==> src/rtl/scan_ctrl.sv <==
// scan_ctrl: frame sequencer for the tactile sensing matrix.
// Gates the slot pulse generator, walks (switch, read) wire indices, fires one
// ADC conversion per slot and streams tagged samples over valid/ready.
//
// state   | meaning
// --------+------------------------------------------------------------
// IDLE    | pulse generator off, waiting for start
// ARM     | generator on, waiting for an aligned pulse_rd && pulse_sw
// CONV    | conversion requested, waiting for adc_done
// OUT     | sample presented, waiting for out_ready
// WAIT    | slot finished early, waiting for the next pulse_rd
// ADVANCE | step to the next slot (one cycle), then convert again
module scan_ctrl #(
    parameter int SW_WIRE_CNT = 16,
    parameter int RD_WIRE_CNT = 16,
    parameter int ADC_W       = 12,
    localparam int SW_W = ($clog2(SW_WIRE_CNT) < 1) ? 1 : $clog2(SW_WIRE_CNT),
    localparam int RD_W = ($clog2(RD_WIRE_CNT) < 1) ? 1 : $clog2(RD_WIRE_CNT)
) (
    input  logic             clk_ref,
    input  logic             rst,
    input  logic             start,
    input  logic             continuous,
    input  logic             stop,
    input  logic             clear_err,
    output logic             active_on,
    input  logic             pulse_sw,
    input  logic             pulse_rd,
    output logic [SW_W-1:0]  sw_sel,
    output logic [RD_W-1:0]  rd_sel,
    output logic             adc_start,
    input  logic             adc_done,
    input  logic [ADC_W-1:0] adc_data,
    output logic [ADC_W-1:0] out_data,
    output logic [SW_W-1:0]  out_row,
    output logic [RD_W-1:0]  out_col,
    output logic             out_sof,
    output logic             out_eof,
    output logic             out_valid,
    input  logic             out_ready,
    output logic             busy,
    output logic             overrun,
    output logic             sync_err
);

    localparam logic [2:0] S_IDLE = 3'd0;
    localparam logic [2:0] S_ARM  = 3'd1;
    localparam logic [2:0] S_CONV = 3'd2;
    localparam logic [2:0] S_OUT  = 3'd3;
    localparam logic [2:0] S_WAIT = 3'd4;
    localparam logic [2:0] S_ADV  = 3'd5;

    logic [2:0]       r_state;
    logic [2:0]       w_state_nxt;
    logic [SW_W-1:0]  r_sw_idx;
    logic [RD_W-1:0]  r_rd_idx;
    logic             r_mode_cont;
    logic             r_pending;
    logic             r_adc_start;
    logic [ADC_W-1:0] r_out_data;
    logic [SW_W-1:0]  r_out_row;
    logic [RD_W-1:0]  r_out_col;
    logic             r_out_sof;
    logic             r_out_eof;
    logic             r_out_valid;
    logic             r_overrun;
    logic             r_sync_err;

    logic w_last_rd;
    logic w_last_sw;
    logic w_last;
    logic w_hs;
    logic w_rd_defer;
    logic w_rd_consume;
    logic w_sync_set;

    assign w_last_rd  = (r_rd_idx == RD_W'(RD_WIRE_CNT - 1));
    assign w_last_sw  = (r_sw_idx == SW_W'(SW_WIRE_CNT - 1));
    assign w_last     = w_last_rd && w_last_sw;
    assign w_hs       = r_out_valid && out_ready;
    // A slot pulse while the previous slot is still busy is remembered, not dropped.
    assign w_rd_defer = pulse_rd && ((r_state == S_CONV) || (r_state == S_OUT));
    // Only a pulse that will actually start the next slot is checked against the row position.
    assign w_rd_consume = (pulse_rd && (r_state == S_WAIT)) || (w_rd_defer && !r_pending);
    assign w_sync_set = (w_rd_consume && (pulse_sw != w_last_rd)) ||
                        (pulse_sw && !pulse_rd && (r_state != S_IDLE) && (r_state != S_ARM));

    // Next-state selection for the slot sequencer.
    always_comb begin
        w_state_nxt = r_state;
        case (r_state)
            S_IDLE: if (start) w_state_nxt = S_ARM;
            S_ARM:  if (pulse_rd && pulse_sw) w_state_nxt = S_CONV;
            S_CONV: if (adc_done) w_state_nxt = S_OUT;
            S_OUT: begin
                if (w_hs) begin
                    if (w_last && !r_mode_cont)     w_state_nxt = S_IDLE;
                    else if (r_pending || pulse_rd) w_state_nxt = S_ADV;
                    else                            w_state_nxt = S_WAIT;
                end
            end
            S_WAIT: if (pulse_rd) w_state_nxt = S_ADV;
            S_ADV:  w_state_nxt = S_CONV;
            default: w_state_nxt = S_IDLE;
        endcase
    end

    // State, slot indices, mode/pending latches and the output sample register.
    always_ff @(posedge clk_ref) begin
        if (rst) begin
            r_state     <= S_IDLE;
            r_sw_idx    <= '0;
            r_rd_idx    <= '0;
            r_mode_cont <= 1'b0;
            r_pending   <= 1'b0;
            r_adc_start <= 1'b0;
            r_out_data  <= '0;
            r_out_row   <= '0;
            r_out_col   <= '0;
            r_out_sof   <= 1'b0;
            r_out_eof   <= 1'b0;
            r_out_valid <= 1'b0;
        end else begin
            r_state     <= w_state_nxt;
            r_adc_start <= 1'b0;
            if (stop)
                r_mode_cont <= 1'b0;
            else if ((r_state == S_IDLE) && start)
                r_mode_cont <= continuous;
            if (w_rd_defer)
                r_pending <= 1'b1;
            case (r_state)
                S_IDLE: begin
                    if (start) begin
                        r_sw_idx  <= '0;
                        r_rd_idx  <= '0;
                        r_pending <= 1'b0;
                    end
                end
                S_ARM: begin
                    if (pulse_rd && pulse_sw)
                        r_adc_start <= 1'b1;
                end
                S_CONV: begin
                    if (adc_done) begin
                        r_out_data  <= adc_data;
                        r_out_row   <= r_sw_idx;
                        r_out_col   <= r_rd_idx;
                        r_out_sof   <= (r_sw_idx == '0) && (r_rd_idx == '0);
                        r_out_eof   <= w_last;
                        r_out_valid <= 1'b1;
                    end
                end
                S_OUT: begin
                    if (w_hs) begin
                        r_out_valid <= 1'b0;
                        // A pulse beyond the final slot of the last frame belongs to nobody.
                        if (w_last && !r_mode_cont)
                            r_pending <= 1'b0;
                    end
                end
                S_ADV: begin
                    r_pending   <= 1'b0;
                    r_adc_start <= 1'b1;
                    if (w_last_rd) begin
                        r_rd_idx <= '0;
                        r_sw_idx <= w_last_sw ? '0 : r_sw_idx + SW_W'(1);
                    end else begin
                        r_rd_idx <= r_rd_idx + RD_W'(1);
                    end
                end
                default: ;
            endcase
        end
    end

    // Sticky error flags; a set event in the same cycle as clear_err wins.
    always_ff @(posedge clk_ref) begin
        if (rst) begin
            r_overrun  <= 1'b0;
            r_sync_err <= 1'b0;
        end else begin
            r_overrun  <= w_rd_defer | (r_overrun & ~clear_err);
            r_sync_err <= w_sync_set | (r_sync_err & ~clear_err);
        end
    end

    assign busy      = (r_state != S_IDLE);
    assign active_on = busy;
    assign sw_sel    = r_sw_idx;
    assign rd_sel    = r_rd_idx;
    assign adc_start = r_adc_start;
    assign out_data  = r_out_data;
    assign out_row   = r_out_row;
    assign out_col   = r_out_col;
    assign out_sof   = r_out_sof;
    assign out_eof   = r_out_eof;
    assign out_valid = r_out_valid;
    assign overrun   = r_overrun;
    assign sync_err  = r_sync_err;

endmodule

==> config.mk <==
export PLATFORM = sky130hd
export DESIGN_NAME = scan_ctrl
export DESIGN_NICKNAME = d
export VERILOG_FILES = /design/src/rtl/scan_ctrl.sv
export SDC_FILE = /design/constraint.sdc
export NUM_CORES = 1
export LEC_CHECK = 0
export CAP_MARGIN = 5
export CELL_PAD_IN_SITES_DETAIL_PLACEMENT = 0
export CELL_PAD_IN_SITES_GLOBAL_PLACEMENT = 1
export CORE_ASPECT_RATIO = 0.8
export CORE_MARGIN = 1
export CORE_UTILIZATION = 29
export CTS_CLUSTER_SIZE = 20
export DETAILED_ROUTE_END_ITERATION = 8
export PLACE_DENSITY = 0.85
export SYNTH_ARGS = -nofsm -noshare
export SYNTH_HDL_FRONTEND = slang
export SYNTH_SLANG_ARGS = --single-unit
==> constraint.sdc <==
create_clock -name clk_ref -period 1.7 [get_ports clk_ref]
set_input_delay 0.34 -clock clk_ref [delete_from_list [all_inputs] [get_ports clk_ref]]
set_output_delay 0.34 -clock clk_ref [all_outputs]
set_load 0.01 [all_outputs]
== Word-level counts from Yosys, hierarchy flattened ==
Cells that the tools add are included.
Storage, ports and cells
  bits in registers: 39
Cells by class
  add/subtract/negate cells: 2
  equal/unequal tests: 15
  multiplexer cells: 24
  bitwise operators: 5
  reduce and logical (&&, ||, !) cells: 32
Operators by type and width (count)
  two-way mux 3 bit: 6
  case mux 3 bit (6 select lines): 1
  two-way mux 4 bit: 4
  case mux 4 bit (2 select lines): 2
  logical AND 1 bit: 13
  != test 2 bit (second input constant): 6
  adder 4 x 1 -> 4 bit (second input constant): 2
  equality test 4 bit (second input constant): 2
  zero test 4 bit: 2
  two-way mux 1 bit: 8
  equality test 3 x 2 -> 1 bit (second input constant): 2
  equality test 3 bit (second input constant): 2
  AND reduction 3 bit: 2
  AND reduction 5 bit: 1
  logical OR 1 bit: 4
  case mux 1 bit (2 select lines): 2
  AND reduction 2 bit: 2
  nonzero test 2 bit: 2
  equality test 3 x 1 -> 1 bit (second input constant): 1
  zero test 1 bit: 3
  zero test 3 bit: 1
  != test 3 x 1 -> 1 bit (second input constant): 1
  case mux 1 bit (3 select lines): 1
  nonzero test 3 bit: 1
  other kinds (5): 7

== Longest topological paths before layout ==
Gate-level depths: netlist (run 1).
  depth after elaboration: 8
  gate-level depth with buffers: 6
  gate-level depth less buffers: 5

== Worst setup path after synthesis (run 1) ==
OpenSTA, ideal clock, no wires.
  path type: register to register
  start: register r_rd_idx[0] (netlist: rd_sel[0])
  end: register r_sw_idx[3] (netlist: sw_sel[3])
  setup time: 0.079 ns
  data arrival time: 1.648 ns
  path slack: -0.027 ns
  stages on the path, launching flop included: 7
  buffers on the path: 1
  clock period less this slack: 1.727 ns
  path through: dfxtp_1 ha_1 and3_1 buf_2 mux2i_1 or3_1 a211oi_2
On the way
  longest elaborated chain between the ends: 3
Ends and longest elaborated chain
  from (decl): line 56  | logic [RD_W-1:0] r_rd_idx;
  from (signal assigned): line 169  | r_rd_idx <= r_rd_idx + RD_W'(1);
  equality test 4 bit: line 77  | assign w_last_rd = (r_rd_idx == RD_W'(RD_WIRE_CNT - 1));
  != test 2 bit (no line)
  AND reduction 3 bit (no line)
  to (signal assigned): line 167  | r_sw_idx <= w_last_sw ? '0 : r_sw_idx + SW_W'(1);
  to (decl): line 55  | logic [SW_W-1:0] r_sw_idx;
No other way between the ends.
A chain may end at the register's enable or synchronous reset.

== Worst setup path after layout (run 1) ==
  start: register r_state[2]
  end: output port active_on
On the way
  longest elaborated chain between the ends: 1
Ends and longest elaborated chain
  from (decl): line 53  | logic [2:0] r_state;
  from (signal assigned): line 124  | r_state <= w_state_nxt;
  nonzero test 3 bit: line 188  | assign busy = (r_state != S_IDLE);
  to (decl): line 26  | output logic active_on,
No other way between the ends.

==> metrics.txt, run 1 <==
DP Area=2530 um2; Synth Net Count=240; Required @ worst endpoint=1.36 ns; vias per cell=around 4.8; clock skew=0.00438 ns; CTS H-tree lvls=2; via count=1,751; Yosys reg bits=39; Top Family by Delay on Critical Path=simple AND/OR/NAND/NOR gates; Post-route DRC=0; Slew Limit Headroom=79.9%; post-layout minimum cycle time=1.65 ns; Main synth FF type=dfxtp_1; port bufs=57; period utilization=97.2%; Die W=88.6 um; Crit path buffers/inverters=1; cells on worst reg2reg path=5; Crit Path Category=reg2out; RSZ-0062 raised after global routing=no; Synth area leaders=dfxtp_1 45%, a21oi_1 9.8%, nand2_1 9.7%, o21ai_0 3.5%, ha_1 2.9%; final core utilization=47.5%; GRT Util Overall=16.1%; power per cell area=989 nW/um2; metal1 wirelength=2.23 mm; worst-path cell chain=or3_1 > dlygate4sd2_1; top-area cell type share of the netlist area=44.9%; initial DRC count=77; clk root buf=clkbuf_8; routed wl met2=2.14 mm; fin. max-slew vios=0; Nets=between 300 and 400; FMAX=605 MHz; layout cells sized above 1=15.1%; final wirelength=4.76 mm; Peak VDD IR=~0.00047 V; cells after synthesis=214; outcome=finished clean; Worst Setup Start Kind=register; Slowest cell on crit path=or3_1; number of flops mapped to enable cells by yosys=0; reg2reg setup slack=0.11 ns; number of buffers created by CTS=5; Worst Tran Pin Value=around 0.3 ns; clk sink count=39; Post CTS Setup Buffer Count=0; sequential area share after synthesis=44.9%; Die Ht=71.2 um; crit end category=output port; deepest clock path buffer count=2; DR top layer=met4; Reg clk slew, reported paths=0.08 ns; worst skew pair latency=0.29 ns; ant diodes=0; max-cap check violation count=0; largest net degree at the start of global routing=23; Post-Layout Inst Area=2670 um2; Avg Inst Size Synth=8.12 um2; Antenna Nets Post-Route=0; top-count cell post-synth=nand2_1; routability cong.=0.793; Hold Crit Class=reg2reg; Setup crit start=r_state[2]$_SDFFE_PP0P_; drt first pass iters=4; worst setup path end=active_on; Netlist cell types=37; reg2reg end=sw_sel[3]$_SDFFE_PP0P_; yosys warns=0; CP Max Fanout=3; crit-path max cell delay=0.38 ns; Final Hold Fails=0; I/O pin count=58; GR Overflow Total=0; wire length on met3=337 um; Setup TNS=0 ns; Core ar.=5620 um2; netlist area before placement=approximately 1700 um2; area grow syn2layout=53.3%; post-DP HPWL=~3.6 mm; first-pass GRT wire length=approximately 7.7 mm; Worst EP arrival=1.31 ns; synth cell count leaders=45 x nand2_1, 39 x dfxtp_1, 34 x a21oi_1, 12 x o21ai_0; starting density of the core=approximately 31%; initial antenna violation count=0; CTS tree=yes; Yosys top cell by area=dfxtp_1; worst r2r src=r_state[1]$_SDFFE_PP0P_; Rows=24; ys async rst share=0%; Avg WL per Cell=13.1 um; FILL cells=581; WP depth=2; leakage power=0.953 nW; number of global-route vias before repair=around 1,600; Setup violations, final=0; die area=6310 um2
-- flip-flops by register name, indices dropped and copies added, names as in the netlist --
register and count:
rd_sel 4, r_pending 1, sync_err 1, overrun 1, out_col 4, out_row 4
r_mode_cont 1, sw_sel 4, adc_start 1, r_state 3, out_sof 1, out_eof 1
out_valid 1, out_data 12
-- cell usage in the layout (no fill, tap or decap), types with 3 or more instances in the layout --
cell type	count
o21ai_0	12
clkdlybuf4s50_1	55
mux2i_1	3
clkbuf_8	5
nand2_1	45
inv_1	6
nor2_1	8
nand2b_1	5
or3_1	3
a21oi_1	34
nor3_1	3
ha_1	4
buf_4	20
nand3b_1	4
nand3_1	4
dfxtp_2	9
and3_1	3
dfxtp_1	30
-- kinds of logic after synthesis --
group           synth area share [%]
buf+inv                         5.76
compound gates                  18.1
mux                             1.73
flops                           44.9
xor+xnor                        1.01
fa+ha+maj                       2.88
simple gates                    25.6
-- where the power goes --
part	switching (W)	internal, W	total, W	leakage, nW
combinational	0.000326	0.000360	0.000687	0.568
sequential	0.0000614	0.000975	0.00104	0.319
clock	0.000327	0.000587	0.000914	0.0654
-- per-layer routing --
layer  vias up  track usage, %
met2        51            25.2
met1       822            20.5
li1        870               -
met4         0            5.38
met5         -               0
met3         8            5.65
-- through the flow --
stage,total power [W],setup WS [ns],hold WS [ns],std cells
3_5_place_dp,0.00176,-0.167,0.446,355
4_1_cts,0.00265,0.0115,0.457,363
6_report,0.00264,0.0469,0.454,363
2_1_floorplan,0.00143,0.0592,0.419,214
3_3_place_gp,0.00175,-0.126,0.441,355
5_1_grt,0.00277,0.00474,0.471,363
-- layout make-up --
| class | instances | area, um2 | share of cell area, % |
|---|---|---|---|
| multi-input combinational | 153 | 862 | 32.3 |
| sequential | 39 | 792 | 29.7 |
| tap | 78 | 97.6 | 3.66 |
| clock buffer | 6 | 72.6 | 2.72 |
| timing repair buffer | 79 | 758 | 28.5 |
| inverter | 6 | 22.5 | 0.845 |
| clock inverter | 2 | 60.1 | 2.25 |
-- worst register-to-register path, cell delays in order, from the launching register on --
cell	delay [ns]
dfxtp_2	0.36
buf_4	0.16
nor4b_4	0.26
mux2i_1	0.14
or3_1	0.37
a211oi_2	0.22
-- repair_timing --
action / 4_1_cts / 5_1_grt
pin swaps: 0 / 0
gates resized for setup: 2 / 7
hold buffers: 0 / 0
endpoints found under the setup margin: 2 / 7
-- worst min path at each step --
stage / start / endpoint / slack [ns] / cells after the start
floorplan: stop / r_mode_cont$_SDFFE_PP0P_ / 0.42 / 1
global placement: out_data[8]$_SDFFE_PP0P_ / out_data[8]$_SDFFE_PP0P_ / 0.44 / 2
detailed placement: out_data[11]$_SDFFE_PP0P_ / out_data[11]$_SDFFE_PP0P_ / 0.45 / 2
CTS: out_data[11]$_SDFFE_PP0P_ / out_data[11]$_SDFFE_PP0P_ / 0.46 / 2
global route: out_data[8]$_SDFFE_PP0P_ / out_data[8]$_SDFFE_PP0P_ / 0.47 / 2
finish: out_data[11]$_SDFFE_PP0P_ / out_data[11]$_SDFFE_PP0P_ / 0.45 / 2
(Power assumes the default switching activity.)
==> run 2, diff against run 1 <==
Settings changed: GPL_TIMING_DRIVEN set to 1.
==> results of run 2 <==
The final DEF is identical to that of run 1; final timing and power are the same.
